$ cat config.mk
export PLATFORM = sky130hd
export DESIGN_NAME = rom_readback_flat
export DESIGN_NICKNAME = d
export VERILOG_FILES = /design/src/rtl/rom_readback_if.sv /design/src/rtl/rom_readback.sv /design/src/flat_wrapper.sv
export SDC_FILE = /design/constraint.sdc
export NUM_CORES = 1
export LEC_CHECK = 0
export ABC_AREA = 1
export CORE_MARGIN = 2
export CORE_UTILIZATION = 57
export CTS_CLUSTER_DIAMETER = 200
export CTS_CLUSTER_SIZE = 12
export DETAILED_ROUTE_END_ITERATION = 10
export DONT_BUFFER_PORTS = 1
export PLACE_DENSITY = 0.81
export SKIP_LAST_GASP = 1
export SLEW_MARGIN = 25
export SYNTH_ARGS = -nofsm -noshare
export SYNTH_HDL_FRONTEND = slang
export SYNTH_SLANG_ARGS = --single-unit
export TNS_END_PERCENT = 20
$ cat constraint.sdc
create_clock -name CLK -period 1.91 [get_ports CLK]
set_input_delay 0.382 -clock CLK [delete_from_list [all_inputs] [get_ports CLK]]
set_output_delay 0.382 -clock CLK [all_outputs]
set_load 0.005 [all_outputs]
$ cat src/rtl/rom_readback_if.sv
// rtl/rom_readback_if.sv - ioctl upload request/response and ROM read-port signals
// master drives the HPS request and RAM read data; slave is the readback engine.
interface rom_readback_if;
    logic        UPLOAD;
    logic        RD;
    logic [24:0] ADDR;
    logic [7:0]  DOUT;
    logic        WAIT;
    logic        RD_EN;
    logic [3:0]  RD_SEL;
    logic [14:0] RD_ADDR;
    logic [7:0]  RD_DATA;
    logic [15:0] CHKSUM;
    logic [24:0] BYTE_CNT;
    logic        OVERRUN;
    logic        DONE;

    modport master (
        output UPLOAD, RD, ADDR, RD_DATA,
        input  DOUT, WAIT, RD_EN, RD_SEL, RD_ADDR, CHKSUM, BYTE_CNT, OVERRUN, DONE
    );

    modport slave (
        input  UPLOAD, RD, ADDR, RD_DATA,
        output DOUT, WAIT, RD_EN, RD_SEL, RD_ADDR, CHKSUM, BYTE_CNT, OVERRUN, DONE
    );
endinterface

$ cat src/rtl/rom_readback.sv
// rtl/rom_readback.sv - serves ioctl upload reads from the game ROM RAM read ports
// Keeps a per-session checksum and byte count of the returned image.
module rom_readback #(
    parameter int         RAM_LATENCY = 1,
    parameter logic [7:0] FILL_BYTE   = 8'hFF
) (
    input logic           CLK,
    input logic           RESET,
    rom_readback_if.slave bus
);

    typedef enum logic [1:0] {IDLE, ISSUE, WAITD, CAPTURE} state_t;

    localparam int         LAT_LAST_I = (RAM_LATENCY > 1) ? RAM_LATENCY - 2 : 0;
    localparam logic [1:0] LAT_LAST   = LAT_LAST_I[1:0];

    state_t      state;
    state_t      state_nxt;
    logic        upload_q;
    logic        mapped_q;
    logic [1:0]  lat_cnt;
    logic [3:0]  sel_q;
    logic [14:0] off_q;
    logic [7:0]  dout_q;
    logic [15:0] chksum_q;
    logic [24:0] byte_cnt_q;
    logic        overrun_q;
    logic        done_q;

    logic        dec_mapped;
    logic [3:0]  dec_sel;
    logic [14:0] dec_off;
    logic        accept;
    logic        upload_rise;
    logic [7:0]  capture_byte;

    // Region decode; the 32K banks from 0x18000 upward are all 32K-aligned,
    // so their index is simply ADDR[18:15] + 2.
    always_comb begin
        dec_mapped = 1'b1;
        dec_sel    = 4'hF;
        dec_off    = '0;
        if (bus.ADDR < 25'h10000) begin
            dec_sel = {3'b000, bus.ADDR[15]};
            dec_off = bus.ADDR[14:0];
        end else if (bus.ADDR < 25'h16000) begin
            dec_sel = 4'd2 + {2'b00, bus.ADDR[14:13]};
            dec_off = {2'b00, bus.ADDR[12:0]};
        end else if (bus.ADDR < 25'h18000) begin
            dec_mapped = 1'b0;
        end else if (bus.ADDR < 25'h60000) begin
            dec_sel = bus.ADDR[18:15] + 4'd2;
            dec_off = bus.ADDR[14:0];
        end else begin
            dec_mapped = 1'b0;
        end
    end

    assign accept       = bus.RD && bus.UPLOAD && (state == IDLE);
    assign upload_rise  = bus.UPLOAD && !upload_q;
    assign capture_byte = mapped_q ? bus.RD_DATA : FILL_BYTE;

    always_ff @(posedge CLK) begin
        if (RESET) begin
            state <= IDLE;
        end else begin
            state <= state_nxt;
        end
    end

    always_comb begin
        state_nxt = state;
        case (state)
            IDLE:    if (accept) state_nxt = dec_mapped ? ISSUE : CAPTURE;
            ISSUE:   state_nxt = (RAM_LATENCY == 1) ? CAPTURE : WAITD;
            WAITD:   if (lat_cnt == LAT_LAST) state_nxt = CAPTURE;
            CAPTURE: state_nxt = IDLE;
            default: state_nxt = IDLE;
        endcase
        // Session end aborts whatever fetch is in flight.
        if (!bus.UPLOAD) state_nxt = IDLE;
    end

    always_ff @(posedge CLK) begin
        if (RESET) begin
            upload_q   <= 1'b0;
            mapped_q   <= 1'b0;
            lat_cnt    <= '0;
            sel_q      <= 4'hF;
            off_q      <= '0;
            dout_q     <= '0;
            chksum_q   <= '0;
            byte_cnt_q <= '0;
            overrun_q  <= 1'b0;
            done_q     <= 1'b0;
        end else begin
            upload_q <= bus.UPLOAD;
            done_q   <= upload_q && !bus.UPLOAD;

            if (accept) begin
                sel_q    <= dec_sel;
                off_q    <= dec_off;
                mapped_q <= dec_mapped;
            end

            lat_cnt <= (state == WAITD) ? lat_cnt + 2'd1 : 2'd0;

            if (upload_rise) begin
                chksum_q   <= '0;
                byte_cnt_q <= '0;
            end else if (state == CAPTURE && bus.UPLOAD) begin
                dout_q     <= capture_byte;
                chksum_q   <= chksum_q + {8'h00, capture_byte};
                byte_cnt_q <= byte_cnt_q + 25'd1;
            end

            if (upload_rise) begin
                overrun_q <= 1'b0;
            end else if (bus.RD && bus.UPLOAD && state != IDLE) begin
                overrun_q <= 1'b1;
            end
        end
    end

    assign bus.DOUT     = dout_q;
    assign bus.WAIT     = (state != IDLE);
    assign bus.RD_EN    = (state == ISSUE);
    assign bus.RD_SEL   = sel_q;
    assign bus.RD_ADDR  = off_q;
    assign bus.CHKSUM   = chksum_q;
    assign bus.BYTE_CNT = byte_cnt_q;
    assign bus.OVERRUN  = overrun_q;
    assign bus.DONE     = done_q;

endmodule
$ cat src/flat_wrapper.sv
// flat-port wrapper written by rule: the top's interface ports become plain ports
module rom_readback_flat 
#(
    parameter int         RAM_LATENCY = 1,
    parameter logic [7:0] FILL_BYTE   = 8'hFF
)
  (CLK, RESET, bus_UPLOAD, bus_RD, bus_ADDR, bus_RD_DATA, bus_DOUT, bus_WAIT, bus_RD_EN, bus_RD_SEL, bus_RD_ADDR, bus_CHKSUM, bus_BYTE_CNT, bus_OVERRUN, bus_DONE);
  rom_readback_if bus_i ();
  input logic CLK;
  input logic RESET;
  input wire logic [$bits(bus_i.UPLOAD)-1:0] bus_UPLOAD;
  input wire logic [$bits(bus_i.RD)-1:0] bus_RD;
  input wire logic [$bits(bus_i.ADDR)-1:0] bus_ADDR;
  input wire logic [$bits(bus_i.RD_DATA)-1:0] bus_RD_DATA;
  output wire logic [$bits(bus_i.DOUT)-1:0] bus_DOUT;
  output wire logic [$bits(bus_i.WAIT)-1:0] bus_WAIT;
  output wire logic [$bits(bus_i.RD_EN)-1:0] bus_RD_EN;
  output wire logic [$bits(bus_i.RD_SEL)-1:0] bus_RD_SEL;
  output wire logic [$bits(bus_i.RD_ADDR)-1:0] bus_RD_ADDR;
  output wire logic [$bits(bus_i.CHKSUM)-1:0] bus_CHKSUM;
  output wire logic [$bits(bus_i.BYTE_CNT)-1:0] bus_BYTE_CNT;
  output wire logic [$bits(bus_i.OVERRUN)-1:0] bus_OVERRUN;
  output wire logic [$bits(bus_i.DONE)-1:0] bus_DONE;
  assign bus_i.UPLOAD = bus_UPLOAD;
  assign bus_i.RD = bus_RD;
  assign bus_i.ADDR = bus_ADDR;
  assign bus_i.RD_DATA = bus_RD_DATA;
  assign bus_DOUT = bus_i.DOUT;
  assign bus_WAIT = bus_i.WAIT;
  assign bus_RD_EN = bus_i.RD_EN;
  assign bus_RD_SEL = bus_i.RD_SEL;
  assign bus_RD_ADDR = bus_i.RD_ADDR;
  assign bus_CHKSUM = bus_i.CHKSUM;
  assign bus_BYTE_CNT = bus_i.BYTE_CNT;
  assign bus_OVERRUN = bus_i.OVERRUN;
  assign bus_DONE = bus_i.DONE;
  rom_readback #(.RAM_LATENCY(RAM_LATENCY), .FILL_BYTE(FILL_BYTE)) u_core (.CLK(CLK), .RESET(RESET), .bus(bus_i));
endmodule
* Word-level counts from Yosys, hierarchy flattened
Cells that the tools add are included.
** Cells by class
- Add/sub/neg operators :: 5
- $lt $le $gt $ge :: 4
- Eq/ne operators :: 5
- Mux-type cells :: 17
- Bitwise gates (word level) :: 3
- Reduce and logical (&&, ||, !) cells :: 16
** Operator list (count)
- $lt 25x17->1 const B :: 3
- $mux 15 :: 4
- $add 25x1->25 const B :: 1
- $lt 25x19->1 const B :: 1
- $add 16x8->16 :: 1
- $mux 4 :: 4
- $mux 8 :: 1
- $pmux 2 s4 :: 1
- $logic_and 1x1->1 :: 6
- $mux 2 :: 3
- $reduce_or 2->1 :: 3
- $add 4x2->4 const B :: 1
- $eq 2x2->1 const B :: 2
- $logic_not 2->1 :: 2
- $mux 1 :: 4
- $ne 2x1->1 const B :: 2
- $reduce_and 2->1 :: 2
- $add 2x2->3 const A :: 1
- $not 1->1 :: 3
- $add 2x1->2 const B :: 1
- $eq 2x1->1 const B :: 1
- $logic_not 1->1 :: 2
- $reduce_bool 2->1 :: 1
** Storage, ports and cells
- Register bits :: 76
- Bits of input ports :: 37
- Output and inout port bits :: 72

* Longest topological paths before layout
Gate-level depths: netlist of the first run.
- Depth in word-level cells :: 8
- Gate-level depth with buffers :: 13
- Depth with buffers taken out :: 13

* Worst setup path after synthesis of the first run
No wires, ideal clock.
- Kind :: input -> register
- From :: in bus_RD_DATA[0]
- To :: reg u_core.chksum_q[12] (netlist: u_core.bus.CHKSUM[12])
- Arrival time :: 1827 ps
- Path slack :: -30 ps
- Stages :: 11
- Buffers on the path :: 0
- Cell sequence :: or2_2 ha_1 fa_1 nand3_1 nand2_1 nand2_1 nand3_1 nand3_1 nand2_1 nand2_1 nor2_1
** On the way
- Cells in the longest elaborated chain, start to end :: 2
** Ends and longest elaborated chain
- from (decl) :: RTL line flat_wrapper.sv:14 : input wire logic [$bits(bus_i.RD_DATA)-1:0] bus_RD_DATA;
- $mux 8 :: RTL line rom_readback.sv:61 : assign capture_byte = mapped_q ? bus.RD_DATA : FILL_BYTE;
- $add 16x8->16 :: RTL line rom_readback.sv:113 : chksum_q <= chksum_q + {8'h00, capture_byte};
- to (signal assigned) :: RTL line rom_readback.sv:113
- to (decl) :: RTL line rom_readback.sv:25 : logic [15:0] chksum_q;
No other way between the ends.
A chain may end at the register's enable or synchronous reset.

* Final worst setup path of the first run
- From :: reg u_core.mapped_q
- To :: reg u_core.chksum_q[10] (netlist: u_core.bus.CHKSUM[10])
** On the way
- Cells in the longest elaborated chain, start to end :: 2
** Ends and longest elaborated chain
- from (decl) :: RTL line rom_readback.sv:20 : logic mapped_q;
- from (signal assigned) :: RTL line rom_readback.sv:103 : mapped_q <= dec_mapped;
- $mux 8 :: RTL line rom_readback.sv:61
- net u_core.capture_byte[0] :: RTL line rom_readback.sv:35 : logic [7:0] capture_byte;
- $add 16x8->16 :: RTL line rom_readback.sv:113
The timed path passes the listed nets, and every way through them passes these cells.

==> out/metrics.cfg, run 1 <==
[cells_and_area]
drive_gt1_frac = 0.1385
nNetsFinal = 641
area_growth_pct = 13.92
mostFrequentLayoutCells = nand2_1 (148), dfxtp_1 (75), nor2_1 (68), inv_1 (57), a21oi_1 (56)
diodes = 0
layout_commonest_cell = nand2_1

[sta]
post-route-min-period_ns = 1.870
finalSetupViolations = 0
slew_headroom = 0.7247
finalMaxSlewViolations = 0
fmax_mhz = 534.7
tightest_slew_ns = 0.4092
fin_hold_ws_ns = 0.08612
fin_crit_sh = 0.9792
final-hold-violation-count = 0
rsz0062_at_grt = yes
fin_skew_ns = 0.008964

[clock_network]
clkTransAtPathRegs_ns = 0.09
ctsHoldBuffers = 0
cts_buffers = 9
htree_levels = 3
cts_sinks = 76
cts.path.max_buffers = 2
cts_tree = yes
insertion_delay_ns = 0.35
clock-root-buffer = clkbuf_8

[placed_design]
gp_congestion = 0.8911
dpl.hpwl_um = 6784
portBuffers = 0

[floorplanning]
fp-row-count = 30
die_width_um = 87.59
ioPinCount = 109
core_area_um2 = 6794
die_area_um2 = 7672
start_util = 0.5862
die_y_um = 87.59

[pwr]
power_leakage_nw = 1.820
p_comb_frac = 0.045
swShare = 0.2445
internal_power_mw = 2.408
power_frac_seq = 0.507
p_total_mw = 3.187
clkPwrFrac = 0.448
peakVddDrop_mv = 0.5089
powerDensity_nw_per_um2 = 702.5
power.switching_mw = 0.7793

[routing]
wl_per_cell_um = 13.77
first_pass_iters = 4
drt-initial-drc-count = 164
antenna_left = 0
viasPerCell = 5.340
drc = 0
dr_total_vias = 3674
totalWireLength_um = 9476

[synthesis]
synth_enable_flop_cells = 0
netlist_instances = 578
yosysSeqAreaShare = 0.3820
yosys-top-cells-area = dfxtp_1 (38%), nand2_1 (14%), a21oi_1 (7.2%)
ys_async_sr_fraction = 0
syn_avg_cell_area_um2 = 6.890
yosys_register_bits = 76
synthesis.area_um2 = 3983
synth_top_area_cell = dfxtp_1
synth_cell_type_count = 37
syn-num-nets = 632
synth_flop_cell = dfxtp_1
yosysWarnings = 0
synth_top_cell_area_share = 0.3820

[global_route]
grt_max_degree = 29
grt.busiest_layer = met2
met1_usage = 0.2835
grt-ovfl-total = 0
antenna_found_initial = 0
grt_use_total = 0.2499
grt_first_pass_wirelength_um = 15460
grt_use_met2 = 0.4304
met3_usage = 0.09048
grt_pass1_vias = 3533

[critical_path]
crit_path_max_fanout = 8
cp.arrival_ns = 2.12
end_kind = register
rrSetupSlack_ns = 0.04
startpoint = u_core.mapped_q
worstPathRequired_ns = 2.16
crit_type = register to register
r2r_start = u_core.mapped_q
crit_path_start_kind = register

[run_status]
status = finished clean

[worst_hold_path]
hp-start = RESET
hold_class = input pin to register

[run]
drv_cap = 0

## final cells by class
type | count | area [um^2]
multi-input combinational | 424 | 2322
fill | 582 | 2257
sequential | 76 | 1523
inverter | 62 | 236.5
clock buffer | 9 | 123.9
tap | 96 | 120.1
clock inverter | 7 | 106.4
timing repair buffer | 14 | 105.1
## worst max-delay path, cell delays in order, from the launching register on
cell and delay, ns:
dfxtp_2 0.35, inv_2 0.06, or2_4 0.24, ha_4 0.16, fa_2 0.35, nand3_2 0.09, nand2_2 0.07, nand2_2 0.08
nand3_4 0.10, nand3_2 0.08, nand2_1 0.06, nand2_1 0.07, nor2_1 0.05
## registers in the layout (all words and copies together), names as in the netlist
| name | count |
|---|---|
| u_core.mapped_q | 1 |
| u_core.upload_q | 1 |
| u_core.lat_cnt | 2 |
| u_core.bus.DONE | 1 |
| u_core.bus.DOUT | 8 |
| u_core.state | 2 |
| u_core.bus.CHKSUM | 16 |
| u_core.bus.RD_SEL | 4 |
| u_core.bus.BYTE_CNT | 25 |
| u_core.bus.RD_ADDR | 15 |
| u_core.bus.OVERRUN | 1 |
## routing by layer
layer  wire [um]  up-vias
met2        4539      119
met1        4003     1657
met3         778       17
met4         155        0
li1            -     1881
met5           0        -
## power by group through the flow
stage,combinational [mW],sequential (mW),clock (mW)
floorplan,0.116,1.65,0
global placement,0.131,1.65,0
detailed placement,0.137,1.65,0
CTS,0.139,1.62,1.46
global route,0.163,1.62,1.52
finish,0.142,1.62,1.43
## synth_stat cells, types with 2 or more instances
cell type  number
nand4_1         4
xor2_1          3
nand2_4         2
inv_2           2
nor2_4          3
o21bai_1        2
buf_2           8
inv_1          59
or2_2           9
nor2_2          2
o21ai_0        14
xnor2_1         4
nand2_2         3
nor2_1         70
o21a_1          2
a21oi_1        57
o211ai_1        3
ha_1           16
nor4_1          2
and3_1          2
nand3_1        52
clkbuf_1        7
dfxtp_1        76
nand2_1       151
nor3_1         12
nor2_8          2
## through the flow
stage               instances  setup TNS [ns]    util  setup WS, ns  area [um^2]
CTS                       687         -0.1717  0.6521      -0.03043         4431
finish                    688               0  0.6678       0.03964         4537
global placement          671         -0.1598  0.6087      -0.05568         4135
detailed placement        671         -0.7194  0.6087       -0.1250         4135
floorplan                 578               0       -      0.003983         3988
global route              688         -0.2170  0.6678      -0.05046         4537
## what timing repair did
action / in CTS / in global routing
endpoints found under the setup margin: 9 / 22
resized for setup: 14 / 18
setup buffers: 0 / 1
hold endpoints to repair: 0 / 0
pin swaps: 0 / 0
## kinds of logic after synthesis
group                    count (synthesis)  share of synthesized area
AO/OA/AOI/OAI                           82                     0.1093
XOR/XNOR                                 7                    0.01539
adder cells (fa/ha/maj)                 17                    0.05529
buffers and inverters                   78                    0.07697
flip-flops                              76                     0.3820
AND/OR/NAND/NOR                        318                     0.3610
## worst paths after layout
| check | end | cells after the start |
|---|---|---|
| worst max-delay path | u_core.bus.CHKSUM[10] | 12 |
| worst max register to register | u_core.bus.CHKSUM[10] | 12 |
| worst min register to register | u_core.lat_cnt[0] | 1 |
| worst min-delay path | u_core.bus.RD_ADDR[0] | 1 |
(Power assumes the default switching activity.)
==> run 2, diff against run 1 <==
--- a/config.mk
+++ b/config.mk
@@ -6,13 +6,13 @@
 export NUM_CORES = 1
 export LEC_CHECK = 0
 export ABC_AREA = 1
-export CORE_MARGIN = 2
 export CORE_UTILIZATION = 57
 export CTS_CLUSTER_DIAMETER = 200
 export CTS_CLUSTER_SIZE = 12
 export DETAILED_ROUTE_END_ITERATION = 10
 export DONT_BUFFER_PORTS = 1
 export PLACE_DENSITY = 0.81
+export SETUP_SLACK_MARGIN = 0.05
 export SKIP_LAST_GASP = 1
 export SLEW_MARGIN = 25
 export SYNTH_ARGS = -nofsm -noshare
==> run 2 against run 1 <==
Compared with the run above:
- wire length grew 1.2%
- first-iteration DRC count increased by 55%
- final cell count decreased by 2.6%
- setup slack worse by 0.0059 ns
- clock skew up 0.0039 ns
==> out/metrics.cfg, run 2 (synthesis results as in run 1) <==
[global_route]
grt_use_total = 0.2572  ; +0.007276
grt_pass1_vias = 3436  ; -2.7%
antenna_found_initial = 0  ; unchanged
grt_max_degree = 29  ; unchanged
grt-ovfl-total = 0  ; unchanged
grt_first_pass_wirelength_um = 15080  ; -2.5%

[routing]
antenna_left = 0  ; unchanged
wl_per_cell_um = 14.32  ; +4.0%
dr_total_vias = 3794  ; +3.3%
viasPerCell = 5.663  ; +6.0%
totalWireLength_um = 9593  ; +1.2%
drc = 0  ; unchanged
drt-initial-drc-count = 254  ; +55%
first_pass_iters = 5  ; +1

[sta]
post-route-min-period_ns = 1.876  ; +0.005860 ns
finalSetupViolations = 0  ; unchanged
fin_ws_ns = 0.03378  ; -0.005860 ns
finalMaxSlewViolations = 0  ; unchanged
fmax_mhz = 533.0  ; -0.31%
fin_skew_ns = 0.01288  ; +0.003917 ns
final-hold-violation-count = 0  ; unchanged
fin_tns_setup_ns = 0  ; unchanged
slew_headroom = 0.6428  ; -0.08193
fin_crit_sh = 0.9823  ; +0.003068
rsz0062_at_grt = yes
tightest_slew_ns = 0.5310  ; +0.1218 ns

[critical_path]
end_kind = register
crit_path_start_kind = register
crit_path_max_fanout = 8  ; unchanged
crit_type = register to register
cp.arrival_ns = 2.14  ; +0.02 ns
worstPathRequired_ns = 2.17  ; about the same

[cells_and_area]
mostFrequentLayoutCells = nand2_1 (144), dfxtp_1 (75), nor2_1 (68), inv_1 (57), a21oi_1 (54)
layout_commonest_cell = nand2_1
final_cells = 670  ; -2.6%
largest_reg_flops = 25  ; unchanged
area_growth_pct = 13.70
fill_cells = 538  ; -7.6%
nNetsFinal = 639  ; -0.31%
diodes = 0  ; unchanged
drive_gt1_frac = 0.1475  ; +0.008944

[clock_network]
ctsHoldBuffers = 0  ; unchanged
cts_buffers = 9  ; unchanged
htree_levels = 3  ; unchanged
insertion_delay_ns = 0.36  ; about the same
cts_sinks = 76  ; unchanged
clkTransAtPathRegs_ns = 0.08  ; about the same
clock-root-buffer = clkbuf_8
cts_tree = yes
cts.path.max_buffers = 2  ; unchanged

[placed_design]
gp_congestion = 0.8683  ; -2.6%
dp.cells = 650  ; -3.1%
pre_cts_ws_ns = -0.08951  ; +0.03545 ns
portBuffers = 0  ; unchanged
dpl.hpwl_um = 6593  ; -2.8%

[floorplanning]
core_area_um2 = 6756  ; -0.55%
ioPinCount = 109  ; unchanged
die_width_um = 85.59  ; -2.3%
die_y_um = 85.59  ; -2.3%
fp-row-count = 30  ; unchanged
start_util = 0.5894  ; +0.003257
die_area_um2 = 7326  ; -4.5%

[pwr]
power_leakage_nw = 1.807  ; -0.69%
peakVddDrop_mv = 0.5307  ; +4.3%
powerDensity_nw_per_um2 = 665.6  ; -5.2%
p_total_mw = 3.014  ; -5.4%

[run_status]
status = finished clean

[worst_hold_path]
hold_class = input pin to register

[run]
drv_cap = 0  ; unchanged

## run 2: critical path, stage by stage (launching register included)
cell      delay (ns)
dfxtp_2         0.36
inv_4           0.06
or2_4           0.24
ha_4            0.17
fa_2            0.34
nand3_2         0.08
nand2_2         0.07
inv_2           0.07
nor2_1          0.05
o21bai_1        0.16
nand3_1         0.09
nand2_1         0.07
inv_1           0.03
## run 2: final cells by class
type                       instances  area (um^2)  share of cell area
multi-input combinational        424         2367              0.5228
sequential                        76         1523              0.3363
inverter                          62        235.2             0.05195
clock buffer                       9        123.9             0.02736
timing repair buffer              12        102.6             0.02266
tap                               80        100.1             0.02211
clock inverter                     7        76.32             0.01686
## run 2: final timing paths
kind,startpoint,endpoint,slack [ns],cells after the start
setup reg to reg,u_core.mapped_q,u_core.bus.CHKSUM[6],0.03,12
hold reg to reg,u_core.lat_cnt[0],u_core.lat_cnt[0],0.43,1
setup / recovery,u_core.mapped_q,u_core.bus.CHKSUM[6],0.03,12
hold / removal,RESET,u_core.mapped_q,0.08,1
## run 2: layer usage
layer	wire length, um	share of wire	track usage
met5	0	0	0
met4	165	0.017	0.1136
met3	738	0.077	0.08085
met2	4724	0.49	0.4284
met1	3965	0.41	0.3050
## run 2: report_power, final
| part | internal (mW) | switching [mW] | leakage, nW |
|---|---|---|---|
| clock network | 0.610 | 0.641 | 0.0958 |
| registers | 1.60 | 0.0168 | 0.614 |
| logic | 0.0483 | 0.0989 | 1.10 |
## run 2: repair_timing
action | CTS | global route
gates resized for setup | 20 | 23
pin swaps | 2 | 10
endpoints found under the setup margin | 13 | 15
buffers inserted | 1 | 3
## run 2: metrics by stage
stage	util	instance area (um^2)	hold slack, ns
after floorplan	-	3990	0.3982
after global placement	0.6057	4093	0.4053
after detailed placement	0.6057	4093	0.4151
after CTS	0.6537	4417	0.06521
after global routing	0.6702	4528	0.05620
final	0.6702	4528	0.08318
